[config.mk]
export PLATFORM = sky130hd
export DESIGN_NAME = seg7_scan_driver
export DESIGN_NICKNAME = d
export VERILOG_FILES = /design/src/rtl/seg7_scan_driver.sv
export SDC_FILE = /design/constraint.sdc
export NUM_CORES = 1
export LEC_CHECK = 0
export ABC_CLOCK_PERIOD_IN_PS = 3390
export CELL_PAD_IN_SITES_DETAIL_PLACEMENT = 2
export CELL_PAD_IN_SITES_GLOBAL_PLACEMENT = 2
export CORE_AREA = 3 3 100 102
export DETAILED_ROUTE_END_ITERATION = 10
export DIE_AREA = 0 0 103 105
export PLACE_DENSITY = 0.79
export SLEW_MARGIN = 20
export SYNTH_ARGS = -nofsm -noshare
export SYNTH_HDL_FRONTEND = slang
export SYNTH_SLANG_ARGS = --single-unit
[constraint.sdc]
create_clock -name clk -period 3.39 [get_ports clk]
set_input_delay 0.5085 -clock clk [delete_from_list [all_inputs] [get_ports clk]]
set_output_delay 0.5085 -clock clk [all_outputs]
set_load 0.005 [all_outputs]
[src/rtl/seg7_scan_driver.sv]
// ---------------------------------------------------------------------------------------------
// seg7_scan_driver
//
// Time-multiplexed driver for up to eight common-anode seven-segment digits. An external,
// already-divided scan clock steps through the digits. Every digit change is preceded by a
// short all-dark blank interval so that the previous digit's segments never ghost onto the next
// anode. The displayed value is captured into a shadow register once per frame, when the digit
// index wraps back to 0, so a frame never mixes old and new data.
//
// Parameters
//   NUM_DIGITS    number of multiplexed digits (1..8)
//   BLANK_CYCLES  anti-ghosting blank length in clk cycles (0..255)
//
// Ports
//   clk         in   sole clock, rising edge
//   rst         in   asynchronous active-high reset
//   scan_clk    in   divided scan clock; sampled as data, never used as a clock
//   data[31:0]  in   eight hex nibbles, nibble k drives digit k
//   dp_mask[7:0] in  bit k lights the decimal point of digit k
//   lz_blank    in   1 = blank leading zeros (digit 0 is always shown)
//   an[7:0]     out  active-low digit anodes
//   seg[7:0]    out  active-low segments, bit 7 = dp, bits 6:0 = g..a
//   frame_done  out  one-cycle pulse at the start of each new scan frame
// ---------------------------------------------------------------------------------------------
module seg7_scan_driver #(
    parameter int NUM_DIGITS   = 8,
    parameter int BLANK_CYCLES = 4
) (
    input  logic        clk,
    input  logic        rst,
    input  logic        scan_clk,
    input  logic [31:0] data,
    input  logic [7:0]  dp_mask,
    input  logic        lz_blank,
    output logic [7:0]  an,
    output logic [7:0]  seg,
    output logic        frame_done
);

    // FSM encoding
    localparam logic [0:0] ST_BLANK = 1'b0;
    localparam logic [0:0] ST_SHOW  = 1'b1;

    localparam logic [7:0] CNT_INIT   = (BLANK_CYCLES == 0) ? 8'd0 : 8'(BLANK_CYCLES - 1);
    localparam logic [2:0] IDX_LAST   = 3'(NUM_DIGITS - 1);
    // Anode bits that belong to real digits; the rest stay dark.
    localparam logic [7:0] DIGIT_MASK = 8'((1 << NUM_DIGITS) - 1);

    // -----------------------------------------------------------------------------------------
    // scan_clk synchroniser and rising-edge detector
    // -----------------------------------------------------------------------------------------
    logic       sync1_q;
    logic       sync2_q;
    logic       prev_q;
    logic [1:0] prime_q;
    logic       primed;
    logic       tick;

    always_ff @(posedge clk or posedge rst) begin
        if (rst) begin
            sync1_q <= 1'b0;
            sync2_q <= 1'b0;
            prev_q  <= 1'b0;
            prime_q <= 2'd0;
        end else begin
            sync1_q <= scan_clk;
            sync2_q <= sync1_q;
            prev_q  <= sync2_q;
            if (prime_q != 2'd3) begin
                prime_q <= prime_q + 2'd1;
            end
        end
    end

    // prev_q only holds a real sample three edges after reset release. Until then a high
    // scan_clk level that was already present at release would look like a rising edge,
    // so the edge detector is held off.
    assign primed = (prime_q == 2'd3);
    assign tick   = sync2_q & ~prev_q & primed;

    // -----------------------------------------------------------------------------------------
    // Digit index, blank/show FSM and frame shadow
    // -----------------------------------------------------------------------------------------
    logic [0:0]  state_q, state_d;
    logic [7:0]  cnt_q, cnt_d;
    logic [2:0]  idx_q, idx_d;
    logic [31:0] shadow_q, shadow_d;
    logic [7:0]  shadow_dp_q, shadow_dp_d;
    logic        frame_done_q, frame_done_d;
    logic        wrap;
    logic [2:0]  idx_next;

    assign wrap     = (idx_q == IDX_LAST);
    assign idx_next = wrap ? 3'd0 : idx_q + 3'd1;

    always_comb begin
        state_d      = state_q;
        cnt_d        = cnt_q;
        idx_d        = idx_q;
        shadow_d     = shadow_q;
        shadow_dp_d  = shadow_dp_q;
        frame_done_d = 1'b0;

        if (tick) begin
            // A tick wins over blank expiry: always advance and restart the blank.
            idx_d = idx_next;
            if (BLANK_CYCLES == 0) begin
                state_d = ST_SHOW;
                cnt_d   = 8'd0;
            end else begin
                state_d = ST_BLANK;
                cnt_d   = CNT_INIT;
            end
            if (wrap) begin
                shadow_d     = data;
                shadow_dp_d  = dp_mask;
                frame_done_d = 1'b1;
            end
        end else if (state_q == ST_BLANK) begin
            if (cnt_q == 8'd0) begin
                state_d = ST_SHOW;
            end else begin
                cnt_d = cnt_q - 8'd1;
            end
        end
    end

    always_ff @(posedge clk or posedge rst) begin
        if (rst) begin
            state_q      <= ST_BLANK;
            cnt_q        <= CNT_INIT;
            idx_q        <= 3'd0;
            shadow_q     <= 32'd0;
            shadow_dp_q  <= 8'd0;
            frame_done_q <= 1'b0;
        end else begin
            state_q      <= state_d;
            cnt_q        <= cnt_d;
            idx_q        <= idx_d;
            shadow_q     <= shadow_d;
            shadow_dp_q  <= shadow_dp_d;
            frame_done_q <= frame_done_d;
        end
    end

    assign frame_done = frame_done_q;

    // -----------------------------------------------------------------------------------------
    // Output decode (registered state plus lz_blank only)
    // -----------------------------------------------------------------------------------------
    function automatic logic [6:0] hex_glyph(input logic [3:0] v);
        hex_glyph = 7'h7F;
        case (v)
            4'h0: hex_glyph = 7'b1000000;
            4'h1: hex_glyph = 7'b1111001;
            4'h2: hex_glyph = 7'b0100100;
            4'h3: hex_glyph = 7'b0110000;
            4'h4: hex_glyph = 7'b0011001;
            4'h5: hex_glyph = 7'b0010010;
            4'h6: hex_glyph = 7'b0000010;
            4'h7: hex_glyph = 7'b1111000;
            4'h8: hex_glyph = 7'b0000000;
            4'h9: hex_glyph = 7'b0010000;
            4'hA: hex_glyph = 7'b0001000;
            4'hB: hex_glyph = 7'b0000011;
            4'hC: hex_glyph = 7'b1000110;
            4'hD: hex_glyph = 7'b0100001;
            4'hE: hex_glyph = 7'b0000110;
            4'hF: hex_glyph = 7'b0001110;
            default: hex_glyph = 7'h7F;
        endcase
    endfunction

    logic [3:0] cur_nibble;
    logic       lz_dark;

    assign cur_nibble = shadow_q[{idx_q, 2'b00} +: 4];

    // Digit is a leading zero when it and every more-significant digit is zero.
    always_comb begin
        lz_dark = lz_blank && (idx_q != 3'd0);
        for (int k = 0; k < 8; k++) begin
            if ((k < NUM_DIGITS) && (3'(k) >= idx_q) && (shadow_q[4*k +: 4] != 4'h0)) begin
                lz_dark = 1'b0;
            end
        end
    end

    always_comb begin
        an  = 8'hFF;
        seg = 8'hFF;
        if ((state_q == ST_SHOW) && !lz_dark) begin
            an  = ~(8'd1 << idx_q) | ~DIGIT_MASK;
            seg = {~shadow_dp_q[idx_q], hex_glyph(cur_nibble)};
        end
    end

endmodule

==> impl_metrics.env, run 1 <==
export IMPL_status="finished clean"
export IMPL_hold_buffers=0
export IMPL_drv_slew=0
export IMPL_synth_area_top_cells="dfrtp_1 45%, mux2_2 11%, mux4_2 7.2%"
export IMPL_synth_main_ff_cell="dfrtp_1"
export IMPL_synth_seq_cells=58
export IMPL_synth_top_area_frac=0.4493
export IMPL_dr_pass1_iters=4
export IMPL_p_per_area_nw_per_um2=813.0
export IMPL_vias=2397
export IMPL_grt_max_degree=59
export IMPL_synth_edff_count=0
export IMPL_placed_cell_area_um2=3874
export IMPL_drcViolationCount=0
export IMPL_place_gp_congestion=0.7945
export IMPL_fmax_mhz=295.3
export IMPL_core_rowCount=35
export IMPL_wire_per_inst_um=21.77
export IMPL_die_h_um=105
export IMPL_initial_core_util=0.3392
export IMPL_p_leak_nw=1.895
export IMPL_seq_area_frac_synth=0.4661
export IMPL_ys_warn_count=0
export IMPL_ys_top_cells_by_count="56 x dfrtp_1, 30 x mux2_2, 15 x ha_1, 15 x nand2_1"
export IMPL_htree_levels=3
export IMPL_io_pin_count=61
export IMPL_drtAntennaViolNets=0
export IMPL_first_iter_violations=64
export IMPL_cts_path_max_buffers=2
export IMPL_finalHoldViolCount=0
export IMPL_drv_cap=0
export IMPL_coreArea_um2=9196
export IMPL_cp_data_arrival_time_ps=2880
export IMPL_worst_path_buf_inv=2
export IMPL_crit_slowest_cell="nor4_1"
export IMPL_post_drt_via_cell_ratio=5.387
export IMPL_finalNonFillerCells=445
export IMPL_path_max_fanout=15
export IMPL_synth_largest_area_cell="dfrtp_1"
export IMPL_clock_tree_root_cell="clkbuf_8"
export IMPL_max_stage_delay_ps=540
export IMPL_pre_cts_slack_ps=-17.49
export IMPL_critPathCaptureType="primary output"
export IMPL_layout_min_cycle_time_ps=3386
export IMPL_hold_slack_ps=357.5
export IMPL_insertion_delay_ps=330
export IMPL_hpwl_mm=6.299
export IMPL_grt_pass1_wl_mm=15.03
export IMPL_drt_total_wl_mm=9.689
export IMPL_irDropWorstVdd_v=0.0003019
export IMPL_seq_area_um2=1456
export IMPL_syn_cell_area_um2=3119
export IMPL_cp_cell_sequence="nor4_1, o211ai_1, a2111oi_4, a21boi_4, buf_12, nand3_1, clkdlybuf4s50_1"
export IMPL_first_global_vias=2714
export IMPL_slew_headroom=0.4400
export IMPL_die_w_um=103
export IMPL_cp_start_kind="flip-flop"
export IMPL_dieArea_um2=10820
export IMPL_diodes=0
export IMPL_path_class="reg2out"
export IMPL_dp_cells=417
export IMPL_synth_avg_cell_area_um2=12.53
export IMPL_p_total_w=0.003497
export IMPL_numCtsBuffers=9
export IMPL_clk_pin_slew_worst_paths_ps=60
export IMPL_cp_required_ps=2880
export IMPL_cpLargestDelayFamily="compound AO/OA/AOI/OAI gates"
export IMPL_synthCells=249
export IMPL_area_growth_pct=37.91
export IMPL_syn_nets=308
export IMPL_setup_viol=0
export IMPL_ys_types=40
export IMPL_worst_slew_pin_slew_ps=836.8
export IMPL_finalInstanceArea_um2=4302
export IMPL_ys_async_sr_fraction=1.000
export IMPL_finalCritPeriodShare=0.9988
export IMPL_multi_input_area_um2=1598
export IMPL_grt_overflow_total=0
export IMPL_fin_ws_ps=4.119
export IMPL_grt_total_usage=0.1854
export IMPL_fillCellCount=899
export IMPL_port_buffers=60
export IMPL_layout_drive_gt1_share=0.2874
export IMPL_final_nets=388
export IMPL_cts_tree="yes"
export IMPL_cts_sinks=58
export IMPL_antenna_found_initial=0
export IMPL_yosysMostFrequentCell="dfrtp_1"
export IMPL_skew_ps=6.075
export IMPL_worstHoldPathType="reg2reg"
[worst reg2reg max path: cells and delay by family (launching register included)]
family / cells / cell delay (ps)
adders and majority gates: 1 / 220
muxes: 1 / 430
buffers and inverters: 1 / 440
and+or+nand+nor: 3 / 630
DFF: 1 / 370
[path summary, 6_finish.rpt]
| path | startpoint | end | slack, ps | cells after the start |
|---|---|---|---|---|
| max | shadow_q[24] | an[2] | 4 | 7 |
| min | sync1_q | sync2_q | 360 | 0 |
| max reg2reg | prime_q[0] | shadow_q[16] | 1170 | 6 |
| min reg2reg | sync1_q | sync2_q | 360 | 0 |
| max in group asynchronous | rst | cnt_q[0] | 2540 | 3 |
| min in group asynchronous | rst | shadow_q[29] | 560 | 3 |
[placed cells by master, fill, tap and decap left out, types with 5 or more instances in the layout]
cell             count
a21oi_1              5
buf_4               17
mux2_1              11
nor4_1               6
clkdlybuf4s50_1     53
o211ai_1             6
nand3_1              9
inv_1               10
dfrtp_1             54
ha_1                13
mux2i_1              5
clkbuf_8            11
dlymetal6s2s_1       5
mux4_2              10
nor2_1              10
mux2_2              30
nand2_1             15
[power breakdown]
part	switching, W	internal [W]	total (W)
logic	0.000837	0.000848	0.00168
clock network	0.000263	0.000455	0.000719
registers	0.000203	0.000891	0.00109
[state kept, by name (all words and copies together), names as in the netlist]
| signal | count |
|---|---|
| cnt_q | 8 |
| sync1_q | 1 |
| idx_q | 3 |
| frame_done | 1 |
| shadow_q | 32 |
| shadow_dp_q | 8 |
| state_q | 1 |
| sync2_q | 1 |
| prime_q | 2 |
| prev_q | 1 |
[kinds of logic after synthesis]
kind of cell	after synthesis	share of synthesized area
and+or+nand+nor	58	0.09788
DFF	58	0.4661
adders and majority gates	15	0.06017
buffers and inverters	26	0.04292
AOI/OAI and AO/OA	26	0.05936
xor gates and xnor gates	7	0.01966
muxes	59	0.2539
[routing by layer]
metal	up-vias	part of all wire	GRT usage
met5	-	0	0
met4	0	0.037	0.08511
met3	27	0.030	0.03738
met2	59	0.53	0.3153
met1	1249	0.40	0.2206
li1	1062	-	-
[repair_timing]
item | 4_1_cts | 5_1_grt
gates cloned | 1 | 0
pin swaps | 0 | 2
gates resized for setup | 9 | 11
buffers inserted | 8 | 3
setup endpoints to repair | 16 | 14
[per-stage QoR]
step | TNS, ps | utilization
after CTS | 0 | 0.4588
after global routing | -289.9 | 0.4678
after global placement | 0 | 0.4212
after floorplan | 0 | -
final | 0 | 0.4678
after detailed placement | -24.52 | 0.4212
[area by class of cell]
cell class | count | share of cell area
multi-input combinational | 165 | 0.3714
sequential | 58 | 0.3386
timing repair buffer | 83 | 0.1955
clock buffer | 14 | 0.03781
tap | 111 | 0.03229
clock inverter | 2 | 0.01396
inverter | 12 | 0.01047
Power figures use the tool's default switching activity.
==> run 2: changes to the inputs <==
ABC_CLOCK_PERIOD_IN_PS = 3900   (was 3390)
CORE_AREA = 3 3 96 98   (was 3 3 100 102)
DIE_AREA = 0 0 99 101   (was 0 0 103 105)
PLACE_DENSITY = 0.85   (was 0.79)
clock period = 3.9 ns   (was 3.39 ns; I/O delays follow)
==> run 2 against run 1 <==
Wire length is 6.8% lower; clock-buffer cell count is 2 lower; sequential power is 12% lower; combinational power is 25% lower; clock skew is 0.50 ps higher; sequential share of layout area is 1.3 points higher; register-to-register slack better by 90 ps; largest power group unchanged; critical path type unchanged; sequential cell count stayed put; global-route usage is 0.070 points higher.
==> impl_metrics.env, run 2 (synthesized netlist as in run 1, its figures left out) <==
export IMPL_cts_tree="yes"
export IMPL_internal_power_w=0.001860
export IMPL_port_buffers=60
export IMPL_insertion_delay_ps=340
export IMPL_p_leak_nw=1.829
export IMPL_fin_ws_ps=224.3
export IMPL_fmax_mhz=272.1
export IMPL_finalHoldViolCount=0
export IMPL_worst_slew_pin_slew_ps=830.4
export IMPL_layout_drive_gt1_share=0.2516
export IMPL_grt_overflow_total=0
export IMPL_die_h_um=101
export IMPL_p_sw_frac=0.3646
export IMPL_layout_min_cycle_time_ps=3676
export IMPL_initial_core_util=0.3648
export IMPL_drv_slew=0
export IMPL_final_common_cell="clkdlybuf4s50_1"
export IMPL_status="finished clean"
export IMPL_io_pin_count=61
export IMPL_grt_max_degree=36
export IMPL_comb_power_share=0.431
export IMPL_drv_cap=0
export IMPL_grt_total_usage=0.1861
export IMPL_drcViolationCount=0
export IMPL_finalCritPeriodShare=0.9425
export IMPL_largest_reg_flops=32
export IMPL_cts_path_max_buffers=2
export IMPL_setup_viol=0
export IMPL_vias=2272
export IMPL_area_growth_pct=32.85
export IMPL_critPathCaptureType="primary output"
export IMPL_clock_tree_root_cell="clkbuf_8"
export IMPL_dr_pass1_iters=4
export IMPL_p_sw_w=0.001067
export IMPL_grt_pass1_wl_mm=14.37
export IMPL_drtAntennaViolNets=0
export IMPL_die_w_um=99
export IMPL_place_gp_congestion=0.7915
export IMPL_post_drt_via_cell_ratio=5.284
export IMPL_coreArea_um2=8551
export IMPL_diodes=0
export IMPL_irDropWorstVdd_v=0.0002853
export IMPL_first_iter_violations=66
export IMPL_cp_required_ps=3310
export IMPL_final_cell_mix="60 x clkdlybuf4s50_1, 54 x dfrtp_1, 30 x mux2_2, 15 x nand2_1, 15 x ha_1"
export IMPL_core_rowCount=34
export IMPL_final_nets=376
export IMPL_pre_cts_slack_ps=185.5
export IMPL_hold_buffers=0
export IMPL_cp_data_arrival_time_ps=3090
export IMPL_cts_sinks=58
export IMPL_antenna_found_initial=0
export IMPL_worstHoldPathType="reg2reg"
export IMPL_htree_levels=3
export IMPL_hpwl_mm=6.474
export IMPL_first_global_vias=2608
export IMPL_drt_total_wl_mm=9.034
export IMPL_slew_headroom=0.4444
export IMPL_path_class="reg2out"
export IMPL_path_max_fanout=9
export IMPL_numCtsBuffers=9
export IMPL_dp_cells=408
export IMPL_cp_start_kind="flip-flop"
export IMPL_clk_pin_slew_worst_paths_ps=70
export IMPL_p_total_w=0.002927
export IMPL_pwr_share_clk=0.242
export IMPL_wire_per_inst_um=21.01
export IMPL_seqPwrFrac=0.328
export IMPL_finalNonFillerCells=430
export IMPL_skew_ps=6.579
export IMPL_dieArea_um2=9999
export IMPL_reg_top3="shadow_q (32), cnt_q (8), shadow_dp_q (8)"
export IMPL_regMostFlops="shadow_q"
export IMPL_p_per_area_nw_per_um2=706.2
[run 2: changes by cell type in the layout (fill, tap and decap cells not counted), moves of 2 or more]
cell	before	now
clkdlybuf4s50_1	53	60
dlygate4sd2_1	2	0
dlymetal6s2s_1	5	0
nor4_2	3	1
nor4_1	6	8
ha_2	2	0
buf_4	17	10
ha_1	13	15
clkbuf_1	3	1
buf_12	4	1
[run 2: worst paths after layout]
path                                from      endpoint  slack, ps  cells past startpoint
worst max-delay path            idx_q[1]        seg[5]        220                      9
worst min-delay path             sync1_q       sync2_q        350                      0
worst max register to register  idx_q[2]  shadow_q[20]       1260                      5
worst min register to register   sync1_q       sync2_q        350                      0
max in group asynchronous            rst  shadow_q[28]       2380                      3
min in group asynchronous            rst      cnt_q[2]        700                      2
[run 2: stage by stage]
step                      TNS, ps  instance area (µm²)  hold slack [ps]    util
after floorplan                 0                 3119            331.2       -
after global placement          0                 3825            336.7  0.4473
after detailed placement        0                 3825            341.1  0.4473
after CTS                       0                 4086            356.5  0.4779
after global routing       -22.57                 4144            357.5  0.4846
final                           0                 4144            354.4  0.4846
[run 2: cell type report]
| type | instances | area (µm²) |
|---|---|---|
| tap | 108 | 135.1 |
| clock buffer | 12 | 155.1 |
| sequential | 58 | 1459 |
| fill | 848 | 4407 |
| timing repair buffer | 71 | 695.7 |
| inverter | 12 | 45.04 |
| multi-input combinational | 165 | 1556 |
| clock inverter | 4 | 97.59 |
[run 2: what timing repair did]
item,4_1_cts,5_1_grt
hold endpoints to repair,0,0
buffers inserted,0,6
gates resized for setup,2,4
setup endpoints to repair,16,16
[run 2: power groups by stage]
stage | sequential (W) | combinational [W] | clock [W]
CTS | 0.000969 | 0.00119 | 0.000719
global placement | 0.000954 | 0.00108 | 0
detailed placement | 0.000974 | 0.00116 | 0
floorplan | 0.000861 | 0.000862 | 0
global route | 0.000983 | 0.00139 | 0.000759
finish | 0.000959 | 0.00126 | 0.000707
[run 2: critical path, cell delays in order, from the launching register on]
cell	delay, ps
dfrtp_4	480
buf_4	150
mux4_2	510
mux2i_2	340
ha_1	260
inv_1	70
nor2_1	160
a21oi_1	70
o221ai_1	180
clkdlybuf4s50_1	530
[run 2: per-layer routing]
layer  global-route usage  part of all wire  wire (µm)  vias to the layer above
met5                    0                 0          0                        -
met4              0.03571             0.012        110                        0
met3              0.04014             0.038        347                       11
met2               0.3332              0.54       4845                       54
met1               0.2326              0.41       3732                     1176
li1                     -                 -          -                     1031
